--- src/rtl/instruction_fetch_pkg.sv ---
// Shared fetch-unit constants and the {pc, inst} entry type passed to decode.
package instruction_fetch_pkg;
  localparam int XLEN = 32;
  localparam int ILEN = 32;
  localparam int DEF_IMEM_AW = 10;
  localparam logic [XLEN-1:0] DEF_RESET_PC = 32'h0000_0000;
  localparam int FIFO_DEPTH = 2;

  typedef struct packed {
    logic [XLEN-1:0] pc;
    logic [ILEN-1:0] inst;
  } fetch_entry_t;
endpackage

--- src/rtl/fetch_fifo.sv ---
// Two-entry {pc, inst} queue between the memory response and decode.
module fetch_fifo
  import instruction_fetch_pkg::*;
(
  input  logic         clk,
  input  logic         reset_n,
  input  logic         push,
  input  logic         pop,
  input  logic         flush,
  input  fetch_entry_t din,
  output logic [1:0]   count,
  output fetch_entry_t head
);
  fetch_entry_t [1:0] mem;
  logic rd_ptr, wr_ptr;
  logic do_push, do_pop;

  assign do_pop  = pop && (count != 2'd0);
  assign do_push = push && ((count != 2'd2) || do_pop);
  assign head    = mem[rd_ptr];

  always_ff @(posedge clk or negedge reset_n) begin
    if (!reset_n) begin
      mem    <= '0;
      rd_ptr <= 1'b0;
      wr_ptr <= 1'b0;
      count  <= 2'd0;
    end else if (flush) begin
      rd_ptr <= 1'b0;
      wr_ptr <= 1'b0;
      count  <= 2'd0;
    end else begin
      if (do_push) begin
        mem[wr_ptr] <= din;
        wr_ptr      <= ~wr_ptr;
      end
      if (do_pop) rd_ptr <= ~rd_ptr;
      count <= count + 2'(do_push) - 2'(do_pop);
    end
  end
endmodule

--- src/rtl/instruction_fetch.sv ---
// Fetch unit: issues one word per cycle to the 1-cycle-latency imem and queues
// {pc, inst} for decode; execute redirects flush everything in flight.
module instruction_fetch
  import instruction_fetch_pkg::*;
#(
  parameter logic [31:0] RESET_PC = DEF_RESET_PC,
  parameter int          IMEM_AW  = DEF_IMEM_AW
) (
  input  logic               clk,
  input  logic               reset_n,
  input  logic               fetch_en,
  input  logic               redirect_valid,
  input  logic [31:0]        redirect_pc,
  output logic               imem_ce,
  output logic               imem_we,
  output logic [IMEM_AW-1:0] imem_addr,
  output logic [31:0]        imem_d,
  input  logic [31:0]        imem_q,
  output logic               inst_valid,
  input  logic               inst_ready,
  output logic [31:0]        inst,
  output logic [31:0]        inst_pc
);
  logic [31:0]        pc, req_pc;
  logic               req_valid;
  logic [IMEM_AW-1:0] addr_q;
  logic [1:0]         fifo_count;
  logic [2:0]         occ;
  logic               deq, issue;
  fetch_entry_t       head, din;
  logic               unused_redirect_lsb;

  assign unused_redirect_lsb = ^redirect_pc[1:0];

  assign deq = inst_valid && inst_ready;
  // Slots already committed: queued entries plus the in-flight word, less one leaving now.
  assign occ = 3'(fifo_count) + 3'(req_valid) - 3'(deq);
  // reset_n gates issue so the memory port is idle while reset is held.
  assign issue = reset_n && fetch_en && !redirect_valid && (occ < 3'(FIFO_DEPTH));

  // Re-presenting req_pc keeps the memory's registered address, and hence q, steady.
  assign imem_ce   = issue || req_valid;
  assign imem_addr = issue     ? pc[IMEM_AW+1:2] :
                     req_valid ? req_pc[IMEM_AW+1:2] : addr_q;
  assign imem_we   = 1'b0;
  assign imem_d    = '0;

  always_ff @(posedge clk or negedge reset_n) begin
    if (!reset_n) begin
      pc        <= RESET_PC;
      req_pc    <= '0;
      req_valid <= 1'b0;
      addr_q    <= '0;
    end else begin
      if (imem_ce) addr_q <= imem_addr;
      if (redirect_valid) begin
        pc        <= {redirect_pc[31:2], 2'b00};
        req_valid <= 1'b0;
      end else if (issue) begin
        req_pc    <= pc;
        pc        <= pc + 32'd4;
        req_valid <= 1'b1;
      end else begin
        req_valid <= 1'b0;
      end
    end
  end

  assign din = '{pc: req_pc, inst: imem_q};

  fetch_fifo u_fifo (
    .clk     (clk),
    .reset_n (reset_n),
    .push    (req_valid && !redirect_valid),
    .pop     (deq),
    .flush   (redirect_valid),
    .din     (din),
    .count   (fifo_count),
    .head    (head)
  );

  assign inst_valid = (fifo_count != 2'd0);
  assign inst       = inst_valid ? head.inst : '0;
  assign inst_pc    = inst_valid ? head.pc   : '0;
endmodule
--- config.mk ---
export PLATFORM = sky130hd
export DESIGN_NAME = instruction_fetch
export DESIGN_NICKNAME = d
export VERILOG_FILES = /design/src/rtl/instruction_fetch_pkg.sv /design/src/rtl/fetch_fifo.sv /design/src/rtl/instruction_fetch.sv
export SDC_FILE = /design/constraint.sdc
export NUM_CORES = 1
export LEC_CHECK = 0
export ABC_AREA = 1
export ABC_CLOCK_PERIOD_IN_PS = 7500
export CAP_MARGIN = 40
export CORE_MARGIN = 2
export CORE_UTILIZATION = 40
export CTS_CLUSTER_SIZE = 25
export DETAILED_ROUTE_END_ITERATION = 12
export PLACE_DENSITY = 0.64
export SLEW_MARGIN = 20
export SYNTH_ARGS = -nofsm -noshare
export SYNTH_HDL_FRONTEND = slang
export SYNTH_SLANG_ARGS = --single-unit
--- constraint.sdc ---
create_clock -name clk -period 7.5 [get_ports clk]
set_input_delay 2.25 -clock clk [delete_from_list [all_inputs] [get_ports clk]]
set_output_delay 2.25 -clock clk [all_outputs]
set_load 0.02 [all_outputs]
# [After elaboration in Yosys (flattened, before gate mapping)]
# Index checks and enable logic that the tools add are counted.
# W data, S select, Z words.
[totals] reg_bits=207
[op_classes] n_addsub=5 order_cmp=4 eq_ne=1 muxes=18 n_bitwise=3 n_reduce_logical=17
[ops] operator="$mux W64" count=3
[ops] operator="$bwmux W128" count=1
[ops] operator="$mux W32" count=4
[ops] operator="$demux W64 S1" count=1
[ops] operator="$add A32 B3 Y32 const B" count=1
[ops] operator="$mux W10" count=2
[ops] operator="$logic_and A1 B1 Y1" count=8
[ops] operator="$reduce_bool A2 Y1" count=4
[ops] operator="$mux W1" count=6
[ops] operator="$lt A1 B2 Y1 const B" count=2
[ops] operator="$reduce_and A2 Y1" count=2
[ops] operator="$add A2 B1 Y3" count=1
[ops] operator="$lt A3 B2 Y1 const B" count=1
[ops] operator="$not A1 Y1" count=3
[ops] operator="$sub A3 B1 Y3" count=1
[ops] operator="$add A2 B1 Y2" count=1
[ops] operator="$logic_or A1 B1 Y1" count=2
[ops] operator="$mux W2" count=1
[ops] operator="$ne A2 B2 Y1 const B" count=1
[ops] operator="$sub A2 B1 Y2" count=1
[ops] operator="$ge A1 B1 Y1 const B" count=1
[ops] operator="$logic_not A1 Y1" count=1

# [Depth between registers and ports, before layout]
[logic_depth] word_depth=8 ltp_mapped=16 mapped_depth_nobuf=16

# [Hierarchy]
# Synthesis repeated with hierarchy kept, for this count alone.
[hier_totals] cells_unflattened=1550 hier_area_um2=11010.6
[by_module_without_submodules] module="fetch_fifo" n_inst=1 cells_each=809 area_each_um2=6348.6
[by_module_without_submodules] module="instruction_fetch" n_inst=1 cells_each=741 area_each_um2=4662.0

# [Worst setup path before layout]
# No wires, ideal clock.
[synth_path] path_kind="input to output" start="input port inst_ready" end="output port imem_addr[1]" t_arrival_ns=4.230 path_slack_ns=1.020 stages=12 n_path_buf=1 path_cell_list="nand2_4 > inv_1 > ha_1 > or2_2 > fa_1 > nand2_1 > nor2_2 > nand2_2 > buf_2 > nand2_2 > nand2_1 > nand2_1"
[synth_via] elab_chain_cells=5
[synth_lines] item="start: declaration" line="instruction_fetch.sv:20" text="input logic inst_ready,"
[synth_lines] item="$logic_and A1 B1 Y1" line="instruction_fetch.sv:35" text="assign deq = inst_valid && inst_ready;"
[synth_lines] item="$sub A3 B1 Y3" line="instruction_fetch.sv:37" text="assign occ = 3'(fifo_count) + 3'(req_valid) - 3'(deq);"
[synth_lines] item="$lt A3 B2 Y1" line="instruction_fetch.sv:39" text="assign issue = reset_n && fetch_en && !redirect_valid && (occ < 3'(FIFO_DEPTH));"
[synth_lines] item="$logic_and A1 B1 Y1" line="instruction_fetch.sv:39"
[synth_lines] item="$mux W10" line="instruction_fetch.sv:43" text="assign imem_addr = issue ? pc[IMEM_AW+1:2] :"
[synth_lines] item="end: declaration" line="instruction_fetch.sv:16" text="output logic [IMEM_AW-1:0] imem_addr,"
# Every way passes these cells.

# [Worst setup path after layout]
[layout_path] start="input port inst_ready" end="output port imem_addr[4]"
# Same word-level chain as after synthesis.

==> flow_summary.json <==
{
  "status": "complete, no violations",
  "seq_power_share": 0.401,
  "ys_seq_area_frac": 0.501,
  "wl_per_cell_um": 13.9,
  "ys_seq_elements": 199,
  "p_comb_frac": 0.373,
  "worst_ep_arrival_time_ps": 5100,
  "static-leakage-power_nw": 5.84,
  "hold_viol": 0,
  "min_period_ps": 7350,
  "core_um2": 24400,
  "numCtsBuffers": 17,
  "tightest_slew_ps": 817,
  "num_vias": 8274,
  "clock_sinks": 199,
  "synthCells": 1283,
  "die_area_um2": 26100,
  "max-clock-path-buffers": 2,
  "dp_hpwl_mm": 16.1,
  "crit_required_ps": 5250,
  "row_count": 57,
  "portBuffers": 140,
  "antenna_cells": 0,
  "final_common_cell": "nand2_1",
  "grt_pass1_wl_mm": 40.3,
  "final_cells": 1737,
  "fmax_mhz": 136,
  "netlist_area_um2": 9940,
  "cts_hold_buffers": 0,
  "grt_usage": 0.191,
  "switching_power_mw": 1.63,
  "routed_wl_mm": 24.1,
  "preCtsSetupSlack_ps": -83.9,
  "crit_family": "buffers and inverters",
  "cts_root_buf": "clkbuf_16",
  "viasPerCell": 4.76,
  "layout-drive-gt1-share": 0.0644,
  "worstHoldPathType": "reg -> reg",
  "relSlewSlack": 0.455,
  "switching_share": 0.383,
  "start_kind": "input port",
  "nets": 1474,
  "cp-end-kind": "primary output",
  "power.density_nw_per_um2": 350,
  "place.gp.congestion": 0.882,
  "crit_type": "in -> out",
  "insertion_delay_ps": 420,
  "cts_setup_buffers": 0,
  "clockPowerShare": 0.226,
  "cp_common_cell": "nand2_1",
  "setup_viol": 0,
  "grt-ovfl-total": 0,
  "die_w_um": 162,
  "place_inst": 1703,
  "cp_cell_sequence": "clkdlybuf4s50_1 > nand2_4 > inv_1 > ha_1 > or2_2 > fa_1 > nand2_1 > nor2_2 > nand2_4 > buf_4 > nand2_1 > o21ai_1 > nand2_1 > nand2_1 > dlygate4sd2_1",
  "io_pins": 178,
  "timing.final.crit_share": 0.981,
  "cts_tree": "done",
  "crit_buf_inv": 4,
  "fin_worst_skew_ps": 10.9,
  "vdd_drop_max_uv": 159,
  "grt_pass1_vias": 7876,
  "setup_ws_ps": 146,
  "path_clk_slew_ps": 70,
  "drcViolationCount": 0,
  "final_cell_mix": "nand2_1 (446), dfrtp_1 (198), inv_1 (129), clkdlybuf4s50_1 (128), o21ai_1 (112)",
  "slowest_delay_ps": 480,
  "grt_start_max_net_pins": 68,
  "maxCapViolCount": 0,
  "first_pass_iters": 5,
  "critPathMaxFanout": 15,
  "syn_area_per_cell_um2": 7.75,
  "htreeDepth": 4,
  "drv_slew": 0,
  "crit_slowest_cell": "clkdlybuf4s50_1",
  "drtIter0Drc": 776,
  "area_growth_pct": 22.0,
  "rsz0062_at_grt": "no",
  "finalHoldWorstSlack_ps": 487,
  "yosys_warnings": 0,
  "die_h_um": 162,
  "ant_nets": 0,
  "start_util": 0.408,
  "synth_cell_types": 30,
  "nFillCells": 2390,
  "p_int_mw": 2.62,
  "antenna_found_initial": 0
}
[sequential cells by signal (all words and copies together) (netlist names)]
register	count
u_fifo.rd_ptr	1
req_valid	1
pc	30
u_fifo.count	2
req_pc	30
addr_q	10
u_fifo.wr_ptr	1
u_fifo.mem	124
[stage by stage]
step | utilization | area [um^2] | TNS (ps) | total power [mW]
after global placement | 0.466 | 11400 | -43.0 | 3.28
after CTS | 0.494 | 12000 | 0 | 4.29
after global routing | 0.497 | 12100 | 0 | 4.57
final | 0.497 | 12100 | 0 | 4.24
after detailed placement | 0.469 | 11400 | -208 | 3.33
after floorplan | - | 10100 | 0 | 2.74
[area by class of cell]
type	instances	area, um^2	share of cell area
clock inverter	13	168	0.0138
sequential	199	4980	0.411
timing repair buffer	163	1670	0.138
inverter	135	518	0.0427
tap	324	405	0.0334
multi-input combinational	884	3940	0.325
clock buffer	19	443	0.0365
[final timing paths]
kind / from / end / slack (ps) / cells past startpoint
max: inst_ready / imem_addr[4] / 150 / 15
min: u_fifo.mem[70] / u_fifo.mem[70] / 490 / 2
max reg2reg: u_fifo.count[1] / pc[14] / 3440 / 16
min reg2reg: u_fifo.mem[70] / u_fifo.mem[70] / 490 / 2
max in group asynchronous: reset_n / u_fifo.mem[63] / 4500 / 5
min in group asynchronous: reset_n / u_fifo.mem[90] / 1800 / 2
[routing by layer]
layer  vias to the layer above  GRT usage  wire [um]
li1                       4212          -          -
met1                      3820      0.274      11700
met2                       219      0.301      11000
met3                        23     0.0282       1100
met4                         0     0.0563        384
met5                         -          0          0
[worst register-to-register path, cell delays in order (launching register included)]
cell and delay (ps):
dfrtp_1 450, inv_2 120, nand2_4 70, nand2_4 60, inv_1 40, ha_1 250
or2_2 300, fa_1 420, nand2_1 110, nor2_2 60, nand2_4 170, buf_4 220
buf_4 640, nand2_1 630, o21ai_0 330, inv_1 70, nand2_1 50
[power groups by stage]
stage                     logic, mW  registers, mW  clock network (mW)
after floorplan                1.08           1.66                   0
after global placement         1.58           1.71                   0
after detailed placement       1.61           1.72                   0
after CTS                      1.61           1.70               0.986
after global routing           1.79           1.75                1.03
final                          1.58           1.70               0.960
[kinds of logic after synthesis]
logic type,Yosys count,share of synthesized area
xor gates and xnor gates,2,0.00176
AOI/OAI and AO/OA,239,0.124
adders and majority gates,5,0.00705
DFF,199,0.501
other,1,0.000377
buffers and inverters,234,0.117
and+or+nand+nor,603,0.249
[cells in the mapped netlist, drive strengths merged]
cell type	instances	area (um^2)
nand2	455	1750
dfrtp	199	4980
o21ai	156	800
inv	135	514
a21oi	76	380
nand3	75	375
buf	70	534
nor2	70	335
clkbuf	29	110
o211ai	7	52.6
ha	4	50.1
or2	2	12.5
conb	1	3.75
fa	1	20.0
nor3	1	5.00
xnor2	1	8.76
xor2	1	8.76
[what timing repair did]
action                     4_1_cts  5_1_grt
setup endpoints to repair        6        6
pin swaps                        0        0
cloned                           0        0
gates resized for setup          6        7
Note: power is estimated with default switching activity, not from simulation.
